$ cat src/rtl/fetch_controller.sv
// fetch_controller: instruction fetch sequencer with buffered decode handshake and branch redirect; FETCH_PERF_COUNTERS_EN adds fetch/stall counters
package common_pkg;
  localparam int INSTRUCTION_MEMORY_ADDRESS_WIDTH = 8;
  localparam int INSTRUCTION_WIDTH = 32;
  localparam int RISC_V_DATA_WIDTH = 32;
endpackage

module fetch_controller import common_pkg::*; #(
  parameter int BUFFER_DEPTH = 2,
  parameter int IMAW = INSTRUCTION_MEMORY_ADDRESS_WIDTH,
  parameter int IW = INSTRUCTION_WIDTH,
  parameter int DW = RISC_V_DATA_WIDTH
) (
  input  logic                 clk,
  input  logic                 rst,
  input  logic                 enable,
  output logic [IMAW-1:0]      instruction_address,
  input  logic [IW-1:0]        instruction_data,
  input  logic                 ctrl_branch,
  input  logic                 ALU_zero_flag,
  input  logic [IMAW-1:0]      branch_pc,
  input  logic signed [DW-1:0] offset,
  output logic                 out_valid,
  input  logic                 out_ready,
  output logic [IW-1:0]        out_instruction,
  output logic [IMAW-1:0]      out_pc,
  output logic                 busy
`ifdef FETCH_PERF_COUNTERS_EN
  ,
  output logic [31:0]          fetch_count,
  output logic [31:0]          stall_count
`endif
);
  localparam int AW = $clog2(BUFFER_DEPTH);
  localparam logic [AW:0] FULL = (AW+1)'(BUFFER_DEPTH);
  typedef enum logic [1:0] {IDLE, RUN, FLUSH} state_t;
  state_t r_state, w_next;
  logic [IMAW-1:0] r_pc;
  logic [IMAW-1:0] r_mem_pc [BUFFER_DEPTH];
  logic [IW-1:0] r_mem_ins [BUFFER_DEPTH];
  logic [AW-1:0] r_rd, r_wr;
  logic [AW:0] r_count;
  logic w_taken, w_pop, w_push, w_unused;
  assign w_unused = ^offset[DW-1:IMAW];
  assign w_taken = ctrl_branch & ALU_zero_flag;
  assign out_valid = r_count != '0;
  assign w_pop = out_valid & out_ready;
  assign w_push = (r_state == RUN) & enable & ~w_taken & ((r_count != FULL) | w_pop);
  assign instruction_address = r_pc;
  assign out_instruction = out_valid ? r_mem_ins[r_rd] : '0;
  assign out_pc = out_valid ? r_mem_pc[r_rd] : '0;
  assign busy = (r_state != IDLE) | out_valid;
  always_comb begin
    w_next = IDLE;
    w_next = w_taken ? ((r_state == IDLE) ? IDLE : FLUSH) : (enable ? RUN : IDLE);
  end
  always_ff @(posedge clk) begin
    if (rst) begin
      r_state <= IDLE;
      r_pc <= '0;
      r_rd <= '0;
      r_wr <= '0;
      r_count <= '0;
    end else begin
      r_state <= w_next;
      if (w_taken) begin
        r_pc <= branch_pc + offset[IMAW-1:0];
        r_rd <= '0;
        r_wr <= '0;
        r_count <= '0;
      end else begin
        r_pc <= w_push ? r_pc + IMAW'(1) : r_pc;
        r_wr <= w_push ? r_wr + AW'(1) : r_wr;
        r_rd <= w_pop ? r_rd + AW'(1) : r_rd;
        r_count <= r_count + (AW+1)'(w_push) - (AW+1)'(w_pop);
      end
    end
  end
  always_ff @(posedge clk) begin
    if (w_push) begin
      r_mem_pc[r_wr] <= r_pc;
      r_mem_ins[r_wr] <= instruction_data;
    end
  end
`ifdef FETCH_PERF_COUNTERS_EN
  always_ff @(posedge clk) begin
    if (rst) begin
      fetch_count <= '0;
      stall_count <= '0;
    end else begin
      fetch_count <= fetch_count + 32'(w_push & ~&fetch_count);
      stall_count <= stall_count + 32'(out_valid & ~out_ready & ~&stall_count);
    end
  end
`endif
endmodule

$ cat config.mk
export PLATFORM = sky130hd
export DESIGN_NAME = fetch_controller
export DESIGN_NICKNAME = d
export VERILOG_FILES = /design/src/rtl/fetch_controller.sv
export SDC_FILE = /design/constraint.sdc
export NUM_CORES = 1
export LEC_CHECK = 0
export ABC_AREA = 1
export CAP_MARGIN = 15
export CORE_MARGIN = 2
export CORE_UTILIZATION = 35
export CTS_BUF_LIST = sky130_fd_sc_hd__clkbuf_4
export DETAILED_ROUTE_END_ITERATION = 10
export HOLD_SLACK_MARGIN = 0.1
export PLACE_DENSITY = 0.74
export SLEW_MARGIN = 20
export SYNTH_ARGS = -nofsm -noshare
export SYNTH_HDL_FRONTEND = slang
export SYNTH_SLANG_ARGS = --single-unit
$ cat constraint.sdc
create_clock -name clk -period 2.94 [get_ports clk]
set_input_delay 0.441 -clock clk [delete_from_list [all_inputs] [get_ports clk]]
set_output_delay 0.441 -clock clk [all_outputs]
set_load 0.005 [all_outputs]
==> impl_metrics.env <==
export IMPL_critPathCaptureType="output port"
export IMPL_rsz0062_at_grt="no"
export IMPL_synthXorXnorAreaFrac_pct=1.26
export IMPL_hold_start="r_rd$_SDFFE_PP0P_"
export IMPL_hold_violations=0
export IMPL_grt_max_degree=41
export IMPL_synth_seq_cells=95
export IMPL_clock_path_buffers=2
export IMPL_postCtsSetupRepairBufs=0
export IMPL_ir_drop_mv=0.157
export IMPL_cts_hold_buf=0
export IMPL_grt_overflow_total=0
export IMPL_drv_cap=0
export IMPL_drt_antenna_violating_nets=0
export IMPL_placedCellCount=631
export IMPL_yosysWarnings=0
export IMPL_synth_compound_area_share_pct=7.81
export IMPL_viasPerCell=4.69
export IMPL_num_vias=3037
export IMPL_synth_ff_type="edfxtp_1"
export IMPL_power_leakage_nw=2.05
export IMPL_numClockSinks=95
export IMPL_slew_violations=0
export IMPL_diodes=0
export IMPL_core_region_area_um2=11500
export IMPL_netlist_area_um2=4170
export IMPL_final_area_um2=5520
export IMPL_power_w=0.00247
export IMPL_cp_start_kind="flip-flop"
export IMPL_period_needed_ps=2570
export IMPL_grt_pass1_wl_um=14300
export IMPL_die_area_um2=12800
export IMPL_stdcell_count=647
export IMPL_hpwl_um=6010
export IMPL_cp_data_arrival_time_ps=2130
export IMPL_relSlewSlack_pct=68.9
export IMPL_drt_drc_violations_left=7
export IMPL_synth_yosys_seq_area_share_pct=64.9
export IMPL_synth_top_family_by_area="simple AND/OR/NAND/NOR gates"
export IMPL_failed_checks="DRC"
export IMPL_synthToLayoutAreaGrowth_pct=32.6
export IMPL_max_freq_ghz=0.389
export IMPL_tns_ps=0
export IMPL_path_clk_slew_ps=130
export IMPL_final_common_cell="nand2_1"
export IMPL_placed_area_um2=5410
export IMPL_synth_fa_ha_area_share_pct=3.18
export IMPL_clock_latency_ps=430
export IMPL_die_h_um=113
export IMPL_critPathKind="reg -> out"
export IMPL_firstDrtPassIters=7
export IMPL_clock_skew_ps=18.7
export IMPL_ioPinCount=128
export IMPL_wl_um=8800
export IMPL_crit_required_ps=2500
export IMPL_worstReg2RegStart="r_count[1]$_SDFF_PP0_"
export IMPL_cts_htree_levels=3
export IMPL_syn_avg_cell_area_um2=10.6
export IMPL_start_util_pct=36.2
export IMPL_cts_tree="done"
export IMPL_tightest_slew_ps=466
export IMPL_synth_simple_area_share_pct=18.0
export IMPL_die_w_um=113
export IMPL_antenna_found_initial=0
export IMPL_fin_nets=587
export IMPL_gr_usage_all_layers_pct=14.2
export IMPL_ys_types=33
export IMPL_post_route_util_pct=48.0
export IMPL_outcome="finished, violations left"
export IMPL_drive_above_1_share_pct=7.94
export IMPL_layout_common_cells="nand2_1 (120), clkdlybuf4s50_1 (103), edfxtp_1 (80)"
export IMPL_wl_per_cell_um=13.6
export IMPL_root_buffer="clkbuf_4"
export IMPL_port_buffers=103
export IMPL_post_cts_resized=0
export IMPL_synth_nets=480
export IMPL_hold_path_class="reg -> reg"
export IMPL_critical_path_max_fanout=28
export IMPL_synth_edf_count=80
export IMPL_syn_instance_count=392
export IMPL_setup_viol=0
export IMPL_grt_pass1_vias=3062
export IMPL_num_rows=39
export IMPL_p_per_area_nw_per_um2=448
export IMPL_cts_made_buffers=9
export IMPL_drt_iter0_drc=184
export IMPL_synth_area_mux_share_pct=0
export IMPL_place_gp_congestion=0.848
export IMPL_finalCritPeriodShare_pct=87.5
export IMPL_synth_async_reset_ratio_pct=0
where the power goes:
| part | switching (W) | internal, W |
|---|---|---|
| registers | 0.0000230 | 0.00149 |
| logic | 0.000178 | 0.000202 |
| clock network | 0.000402 | 0.000181 |
| total | 0.000603 | 0.00187 |
cells in the mapped netlist (all sizes together), types with 2 or more instances:
cell	count	area share [%]
o21ai	8	0.96
ha	9	2.7
or2	3	0.45
nand2	122	11
clkbuf	4	0.60
nor2	23	2.6
inv	32	2.9
edfxtp	80	58
xor2	5	1.1
nand4	2	0.30
buf	10	1.2
nand3	16	2.6
dfxtp	15	7.2
a21oi	51	6.2
nor3	3	0.36
nand3b	2	0.36
logic make-up after synthesis:
kind of cell	after synthesis
and+or+nand+nor	172
DFF	95
AOI/OAI and AO/OA	62
buffers and inverters	47
adders and majority gates	10
xor gates and xnor gates	6
layer usage:
metal | up-vias | share of wire, % | track usage, %
met5 | - | 0 | 0
met4 | 0 | 0.30 | 3.98
met3 | 2 | 7.1 | 4.66
met2 | 82 | 50 | 24.2
met1 | 1419 | 43 | 17.4
li1 | 1534 | - | -
path summary, 6_finish.rpt:
path / slack, ps / endpoint / cells after the start
setup / recovery: 370 / out_pc[5] / 5
hold / removal: 490 / flip-flop / 2
setup reg to reg: 1240 / r_count[1]$_SDFF_PP0_ / 12
hold reg to reg: 490 / flip-flop / 2
cell type report:
class	instances	area (µm²)
multi-input cells	250	1280
repair buffers	110	1120
well taps	143	179
fillers	1070	5990
inverters	33	129
clock buffers	10	75.1
flip-flops and latches	95	2700
clock inverters	6	36.3
sequential cells by signal, summed over array words and instances, names as in the netlist, named ones only:
name / flops
r_rd: 1
r_count: 2
instruction_address: 8
r_mem_ins: 64
r_mem_pc: 16
r_wr: 1
r_state: 2
per-stage QoR:
step                setup slack [ps]  hold slack [ps]
floorplan                       10.0              461
global placement                 755              469
detailed placement               705              480
CTS                              257              496
global route                     117              537
finish                           367              494
worst max-delay path: stages (launching register included):
cell	delay [ps]
dfxtp_1	330
inv_1	350
buf_12	250
nand2_1	70
a21oi_1	170
clkdlybuf4s50_1	530
Note: power is estimated with default switching activity, not from simulation.
